===== src/rtl/midi_tx_if.sv =====
// Message handshake between a game-event source and the MIDI transmitter.
// master drives a complete message; slave (the transmitter) returns ready.
interface midi_tx_if;
   logic       msg_valid;
   logic       msg_ready;
   logic [7:0] msg_status;
   logic [6:0] msg_data1;
   logic [6:0] msg_data2;
   logic       msg_len2;

   modport master (
      output msg_valid, msg_status, msg_data1, msg_data2, msg_len2,
      input  msg_ready
   );

   modport slave (
      input  msg_valid, msg_status, msg_data1, msg_data2, msg_len2,
      output msg_ready
   );
endinterface


===== src/rtl/midi_tx.sv =====
// MIDI 8N1 serial transmitter with optional running-status compression.
// One message in flight at a time; accepts only while idle.
module midi_tx #(
   parameter int CLKS_PER_BIT   = 2400,
   parameter bit RUNNING_STATUS = 1'b1
) (
   input  logic     clk75MHz,
   input  logic     rst,
   midi_tx_if.slave msg,
   output logic     midi_out,
   output logic     busy,
   output logic     msg_done,
   output logic     msg_err
);
   localparam int BW = (CLKS_PER_BIT > 1) ? $clog2(CLKS_PER_BIT) : 1;

   typedef enum logic [2:0] {
      S_IDLE, S_VALID, S_LOAD, S_START, S_DATA, S_STOP, S_DONE
   } state_t;

   state_t      state, state_nxt;
   logic [BW-1:0] baud_cnt;
   logic [2:0]  bit_cnt;
   logic [7:0]  shreg;
   logic [7:0]  status_q;
   logic [6:0]  d1_q, d2_q;
   logic        len2_q;
   logic [1:0]  ptr, ptr_last;
   logic [7:0]  last_status;
   logic        last_vld;
   logic        baud_wrap, accept, is_chan, skip_status;

   assign msg.msg_ready = (state == S_IDLE) && !rst;
   assign accept        = msg.msg_valid && msg.msg_ready;
   assign baud_wrap     = (baud_cnt == BW'(CLKS_PER_BIT - 1));
   assign is_chan       = status_q[7] && (status_q[7:4] != 4'hF);
   assign skip_status   = RUNNING_STATUS && is_chan && last_vld && (status_q == last_status);
   // ptr walks status(0) -> data1(1) -> data2(2); it may start at 1 under running status
   assign ptr_last      = len2_q ? 2'd2 : 2'd1;

   always_ff @(posedge clk75MHz) begin
      if (rst) state <= S_IDLE;
      else     state <= state_nxt;
   end

   always_comb begin
      state_nxt = state;
      midi_out  = 1'b1;
      busy      = 1'b0;
      msg_done  = 1'b0;
      msg_err   = 1'b0;
      case (state)
         S_IDLE:  if (accept) state_nxt = S_VALID;
         S_VALID: begin
            busy = 1'b1;
            if (!status_q[7]) begin
               msg_err   = 1'b1;
               state_nxt = S_IDLE;
            end else begin
               state_nxt = S_LOAD;
            end
         end
         S_LOAD: begin
            busy      = 1'b1;
            state_nxt = S_START;
         end
         S_START: begin
            busy     = 1'b1;
            midi_out = 1'b0;
            if (baud_wrap) state_nxt = S_DATA;
         end
         S_DATA: begin
            busy     = 1'b1;
            midi_out = shreg[0];
            if (baud_wrap && bit_cnt == 3'd7) state_nxt = S_STOP;
         end
         S_STOP: begin
            busy = 1'b1;
            if (baud_wrap) state_nxt = (ptr == ptr_last) ? S_DONE : S_LOAD;
         end
         S_DONE: begin
            msg_done  = 1'b1;
            state_nxt = S_IDLE;
         end
         default: state_nxt = S_IDLE;
      endcase
   end

   always_ff @(posedge clk75MHz) begin
      if (rst) begin
         baud_cnt    <= '0;
         bit_cnt     <= '0;
         shreg       <= '1;
         ptr         <= '0;
         status_q    <= '0;
         d1_q        <= '0;
         d2_q        <= '0;
         len2_q      <= 1'b0;
         last_status <= '0;
         last_vld    <= 1'b0;
      end else begin
         // bit timing restarts on every state change so each state gets full bit periods
         if (state_nxt != state || baud_wrap) baud_cnt <= '0;
         else                                 baud_cnt <= baud_cnt + 1'b1;

         if (accept) begin
            status_q <= msg.msg_status;
            d1_q     <= msg.msg_data1;
            d2_q     <= msg.msg_data2;
            len2_q   <= msg.msg_len2;
         end

         case (state)
            S_VALID: if (status_q[7]) begin
               ptr      <= skip_status ? 2'd1 : 2'd0;
               last_vld <= is_chan;
               if (is_chan) last_status <= status_q;
            end
            S_LOAD: begin
               bit_cnt <= '0;
               case (ptr)
                  2'd0:    shreg <= status_q;
                  2'd1:    shreg <= {1'b0, d1_q};
                  default: shreg <= {1'b0, d2_q};
               endcase
            end
            S_DATA: if (baud_wrap) begin
               shreg   <= {1'b1, shreg[7:1]};
               bit_cnt <= bit_cnt + 3'd1;
            end
            S_STOP: if (baud_wrap && ptr != ptr_last) ptr <= ptr + 2'd1;
            default: ;
         endcase
      end
   end
endmodule


===== src/flat_wrapper.sv =====
// flat-port wrapper written by rule: the top's interface ports become plain ports
module midi_tx_flat 
#(
   parameter int CLKS_PER_BIT   = 2400,
   parameter bit RUNNING_STATUS = 1'b1
)
  (clk75MHz, rst, midi_out, busy, msg_done, msg_err, msg_msg_valid, msg_msg_status, msg_msg_data1, msg_msg_data2, msg_msg_len2, msg_msg_ready);
  midi_tx_if msg_i ();
  input  logic clk75MHz;
  input  logic rst;
  output logic midi_out;
  output logic busy;
  output logic msg_done;
  output logic msg_err;
  input wire logic [$bits(msg_i.msg_valid)-1:0] msg_msg_valid;
  input wire logic [$bits(msg_i.msg_status)-1:0] msg_msg_status;
  input wire logic [$bits(msg_i.msg_data1)-1:0] msg_msg_data1;
  input wire logic [$bits(msg_i.msg_data2)-1:0] msg_msg_data2;
  input wire logic [$bits(msg_i.msg_len2)-1:0] msg_msg_len2;
  output wire logic [$bits(msg_i.msg_ready)-1:0] msg_msg_ready;
  assign msg_i.msg_valid = msg_msg_valid;
  assign msg_i.msg_status = msg_msg_status;
  assign msg_i.msg_data1 = msg_msg_data1;
  assign msg_i.msg_data2 = msg_msg_data2;
  assign msg_i.msg_len2 = msg_msg_len2;
  assign msg_msg_ready = msg_i.msg_ready;
  midi_tx #(.CLKS_PER_BIT(CLKS_PER_BIT), .RUNNING_STATUS(RUNNING_STATUS)) u_core (.clk75MHz(clk75MHz), .rst(rst), .msg(msg_i), .midi_out(midi_out), .busy(busy), .msg_done(msg_done), .msg_err(msg_err));
endmodule

===== config.mk =====
export PLATFORM = sky130hd
export DESIGN_NAME = midi_tx_flat
export DESIGN_NICKNAME = d
export VERILOG_FILES = /design/src/rtl/midi_tx_if.sv /design/src/rtl/midi_tx.sv /design/src/flat_wrapper.sv
export SDC_FILE = /design/constraint.sdc
export NUM_CORES = 1
export LEC_CHECK = 0
export CORE_UTILIZATION = 55
export CTS_CLUSTER_DIAMETER = 40
export DETAILED_ROUTE_END_ITERATION = 8
export GPL_ROUTABILITY_DRIVEN = 0
export HOLD_SLACK_MARGIN = 0.03
export PLACE_DENSITY_LB_ADDON = 0.25
export SKIP_LAST_GASP = 1
export SLEW_MARGIN = 10
export SYNTH_ARGS = -nofsm -noshare
export SYNTH_HDL_FRONTEND = slang
export SYNTH_SLANG_ARGS = --single-unit

===== constraint.sdc =====
create_clock -name clk75MHz -period 5.55 [get_ports clk75MHz]
set_clock_uncertainty 0.2 [all_clocks]
set_input_delay 1.11 -clock clk75MHz [delete_from_list [all_inputs] [get_ports clk75MHz]]
set_output_delay 1.11 -clock clk75MHz [all_outputs]
set_load 0.01 [all_outputs]

* Yosys cells after proc, flatten, opt, wreduce, memory -nomap -nowiden
Index checks and enable logic that the tools add are counted.
** Storage, ports and cells
- Bits in registers :: 60
- Bits in latches :: 0
- RAM bits :: 0
- Memory bits (read-only) :: 0
- Input port bits :: 26
- Output and inout bits :: 5
- Word-level logic and storage cells :: 72
- Memories kept :: 0
** Cells by class
- $add $sub $neg :: 3
- Multipliers :: 0
- Divide/modulo/power cells :: 0
- $lt $le $gt $ge :: 0
- Equal/unequal tests :: 17
- Shift operators :: 0
- Multiplexer cells :: 22
- Bitwise logic cells :: 0
- Reductions and logical operators :: 19
** Operators by type and width (number)
- $pmux W8 S2 :: 2
- $mux W3 :: 6
- $pmux W3 S6 :: 1
- $add A12 B1 Y12 const B :: 1
- $eq A12 B12 Y1 const B :: 1
- $eq A3 B3 Y1 const B :: 4
- $eq A8 B8 Y1 :: 1
- $mux W2 :: 4
- $mux W8 :: 1
- $logic_and A1 B1 Y1 :: 7
- $eq A3 B2 Y1 const B :: 2
- $ne A2 B1 Y1 const B :: 3
- $pmux W3 S2 :: 1
- $reduce_and A3 Y1 :: 2
- $mux W1 :: 5
- $reduce_or A5 Y1 :: 1
- $ne A4 B4 Y1 const B :: 1
- $pmux W2 S2 :: 1
- $reduce_and A2 Y1 :: 2
- $reduce_bool A2 Y1 :: 2
- $add A3 B1 Y3 const B :: 1
- $eq A3 B1 Y1 const B :: 1
- $logic_not A3 Y1 :: 1
- $ne A3 B3 Y1 :: 1
- 9 further kinds :: 9

* Longest topological paths before layout
- Depth in word-level cells :: 8
- Depth in mapped cells :: 8
- Depth with buffers taken out :: 7

* Least setup slack after synthesis
No wires, ideal clock.
- Path kind :: input to output
- From :: input rst
- To :: output msg_msg_ready
- Arrival :: 1.643 ns
- Required time :: 4.240 ns
- Setup slack :: 2.597 ns
- Stages on the path :: 2
- Path buffers :: 1
- Cells stage by stage :: clkbuf_1 nor4_1
** Between the ends
- Longest elaborated chain between the ends :: 2
** Ends and longest elaborated chain
- start, declared :: line flat_wrapper.sv:10 : input logic rst;
- $logic_not A1 Y1 :: line midi_tx.sv:33 : assign msg.msg_ready = (state == S_IDLE) && !rst;
- $logic_and A1 B1 Y1 :: line midi_tx.sv:33
- end, declared :: line flat_wrapper.sv:20 : output wire logic [$bits(msg_i.msg_ready)-1:0] msg_msg_ready;
No other way between the ends.

* Worst setup path in the final report
Ends and elaborated chain as after synthesis.

==> run summary <==
The maximum number of buffers from clock root to sink came out at 2. The run gives 0 as the post-cts resize count. The detailed router finished its first iteration with 128 violations. From synthesis to final layout, the design area changed by 18.1%.

For the worst setup path, the data arrival time is 2.60 ns. At the worst endpoint, the required time is 4.24 ns. For the pin with the worst max-slew slack, the measured transition is 0.959 ns.

Counting flops and latches in the post-synthesis netlist gives 60. In this run, CTS created clock tree buffers numbering 9. The power share of the clock group came out at 0.424. The placement row count is 25, and the fraction of power consumed by sequential logic is 0.499.

Of all nets on the critical path, the largest fanout is 24. The pin count of the biggest net entering global routing came out at 48. For the count of mapped cells out of synthesis, the log shows 332.

In this run the worst setup path terminates at msg_msg_ready. For the worst setup timing slack at the placement stage, the log shows 1.65 ns. After detailed routing, the number of remaining DRC violations is 0. The remaining global-route overflow was 0; the cell depth of the worst flop-to-flop path was 6. After detailed routing, the number of vias per cell comes to 5.40. CTS saw 60 sinks. Number of I/O pins: 31.

The critical path in this run is classified as in -> out. For the global router's overall resource usage, the log shows 0.230. The share of the synthesized area in the top cell type works out to 0.445. The synthesized netlist net count is 363.

Dividing the detail-routed wire length by the instance count gives 13.0 um. The overall die height is 72.0 um. The overall die area is 0.00519 mm^2. The most numerous cell on the critical path was sky130_fd_sc_hd__clkdlybuf4s50_1. Setup slack on the critical path of the routed design comes to 1.64 ns. The placeable core area was 0.00472 mm^2.

The start of the worst register-to-register path is u_core.baud_cnt[0]. The headroom to the max-slew limit is 0.356. The kind of cell with the highest combined delay along the critical path is buffers and inverters. The number of max-slew violations in the final report is 0. The via count of the first global-routing pass is 2005. The repair_antennas step left the layout with diodes totalling 0. The initial antenna violation count was 0. The switching part of the total power was 0.233; the post-synthesis async set-or-reset flop share was 0. The detail route stage leaves a number of antenna-violating nets equal to 0. The worst setup path is launched from an input port. The critical path crosses 4 cells after its start point. The buffer type at the clock tree root is sky130_fd_sc_hd__clkbuf_8. TritonCTS built the clock tree. By area the synthesized netlist is led by sky130_fd_sc_hd__dfxtp_1, sky130_fd_sc_hd__nand2_1, sky130_fd_sc_hd__o21ai_0. The fraction of the cycle the final worst path needs came out at 0.704.

The power per cell area is 293 mW/mm^2. Together, buffers and inverters on the worst path number 3. For the source-to-sink clock delay at the later pin of the worst-skew pair, the log shows 0.33 ns. The wire length of the first global-routing pass is 9230 um, and the final layout net count is 382.

Once layout is done, the placed cells without fillers occupy 0.00319 mm^2. The stage delay of the slowest cell on the critical path came out at 0.60 ns. For this design the total switching power over the nets is 217 uW. For this design, the slowest cell found on the critical path is sky130_fd_sc_hd__clkdlybuf4s50_1. For the final hold violation count, the log shows 0.

The tools report the combinational power share as 0.077. In this run the static leakage power is 1.17 nW. Leaving out fill and tap cells, the most frequent cell in the layout is sky130_fd_sc_hd__nand2_1.

The most critical setup path has its startpoint at rst. The endpoint identified for the worst register-to-register timing path is u_core.bit_cnt[0]. The number of different library cells used by synthesis comes to 44. The die is 72.0 um wide.

The tool flagged a number of max-cap violations equal to 0. The logs give 0.00298 mm^2 for the placed cell area and 0 for the number of synthesis warnings. After legalization and detailed placement, the total HPWL measured 3530 um. The ratio of cells with drive above 1 in the final layout was 0.0730. The worst setup path is captured at a primary output. In this run the number of H-tree levels came out at 3. The run finished with clean final reports. Setup repair after global routing left no endpoint under its margin.

The run gives 0.197 mV as the maximum ir drop on the vdd rail. For this run, the leading register cell type out of synthesis is sky130_fd_sc_hd__dfxtp_1. The mean area per synthesized cell is 8.12 um^2. For the finished layout, the period the worst path requires is 3.91 ns. Final routed wirelength across all metal layers: 5500 um.

Count of buffers inserted at the top-level ports: 30. The upper clock frequency limit is 256 MHz, and the number of synthesized flops with an enable pin is 0. Internal power comes to 716 uW.

The pre-antenna-repair detailed-routing pass consisted of 5 iterations. The tools report the post-cts hold buffer count as 0. Summed over all instances, the cell type with the most area after synthesis is sky130_fd_sc_hd__dfxtp_1.

For this block, the via count after detailed routing is 2284. Walking the worst path, the cells encountered are clkdlybuf4s50_1 -> buf_4 -> nor4_1 -> clkdlybuf4s50_1. In the final timing run, aggregate negative setup slack is 0 ns. For the sequential element share of the synthesized area, the log shows 0.445. Leaving out fill and tap cells, the most frequent cells in the layout are sky130_fd_sc_hd__nand2_1, sky130_fd_sc_hd__dfxtp_1, sky130_fd_sc_hd__o21ai_0, sky130_fd_sc_hd__clkdlybuf4s50_1, sky130_fd_sc_hd__nor2_1. The class of the most critical hold timing path is reg -> reg. The mapped netlist covers 0.00270 mm^2. Setup violations remaining at the end of the flow were counted as 0.

After clock tree synthesis, the clock-pin slew on the worst setup and hold paths is 0.06 ns. Setup slack of the worst register-to-register path: 3.24 ns. Buffers added to address setup during post-CTS repair amount to 0. The tools report the effective utilization at floorplan as 0.571.
==> how the worst min path moves through the flow <==
stage	start	to	slack, ns	cells after the start
after floorplan	u_core.baud_cnt[0]	u_core.baud_cnt[0]	0.23	1
after global placement	u_core.last_vld	u_core.last_vld	0.24	2
after detailed placement	u_core.last_vld	u_core.last_vld	0.25	2
after CTS	u_core.d1_q[6]	u_core.d1_q[6]	0.26	2
after global routing	u_core.d1_q[5]	u_core.d1_q[5]	0.28	2
final	u_core.d1_q[6]	u_core.d1_q[6]	0.26	2
==> per-stage QoR <==
step / hold WS (ns) / power [mW] / utilization / instances
floorplan: 0.226 / 0.514 / - / 332
global placement: 0.243 / 0.544 / 0.632 / 407
detailed placement: 0.248 / 0.546 / 0.632 / 407
CTS: 0.262 / 0.938 / 0.674 / 423
global route: 0.277 / 0.972 / 0.674 / 423
finish: 0.259 / 0.933 / 0.674 / 423
==> cells in the mapped netlist, types with 7 or more instances <==
library cell               instances
sky130_fd_sc_hd__nand2_1          72
sky130_fd_sc_hd__a21oi_1          12
sky130_fd_sc_hd__nor3_1           10
sky130_fd_sc_hd__a31oi_1          11
sky130_fd_sc_hd__xor2_1           11
sky130_fd_sc_hd__clkbuf_1         12
sky130_fd_sc_hd__nor2_1           22
sky130_fd_sc_hd__o21ai_0          33
sky130_fd_sc_hd__a22oi_1           7
sky130_fd_sc_hd__buf_2             9
sky130_fd_sc_hd__dfxtp_1          60
sky130_fd_sc_hd__nand3_1          15
==> tightest hold or removal path, cell delays in order, from the launching register on <==
cell and delay [ns]:
sky130_fd_sc_hd__dfxtp_1 0.31, sky130_fd_sc_hd__nand2_1 0.05, sky130_fd_sc_hd__o21ai_0 0.06
==> cell families after synthesis <==
kind of cell | synth area share
AND/OR/NAND/NOR | 0.246
XOR/XNOR | 0.0520
buffers and inverters | 0.0487
flip-flops | 0.445
AO/OA/AOI/OAI | 0.177
adder cells (fa/ha/maj) | 0.0232
multiplexers | 0.00742
==> layer usage <==
metal	vias up	track usage	wire (um)
met5	-	0	0
met2	55	0.356	2520
met3	6	0.0389	237
li1	1185	-	-
met1	1038	0.316	2670
met4	0	0.107	70
==> power by group through the flow <==
stage | sequential, mW | clock [mW] | combinational [mW]
6_report | 0.465 | 0.396 | 0.0717
5_1_grt | 0.467 | 0.423 | 0.0814
4_1_cts | 0.465 | 0.402 | 0.0722
3_5_place_dp | 0.474 | 0 | 0.0716
3_3_place_gp | 0.473 | 0 | 0.0706
2_1_floorplan | 0.467 | 0 | 0.0473
==> final cells by class <==
cell class,count,area [um^2]
Clock buffer,12,155
Fill cell,387,1540
Sequential cell,60,1200
Timing Repair Buffer,32,315
Inverter,5,18.8
Tap cell,67,83.8
Multi-Input combinational cell,243,1360
Clock inverter,4,47.5
==> state kept, by name, summed over array words and instances (netlist names) <==
register	count
u_core.shreg	8
u_core.status_q	8
u_core.len2_q	1
u_core.d2_q	7
u_core.d1_q	7
u_core.state	3
u_core.bit_cnt	3
u_core.ptr	2
u_core.baud_cnt	12
u_core.last_vld	1
u_core.last_status	8
(Power assumes the default switching activity.)
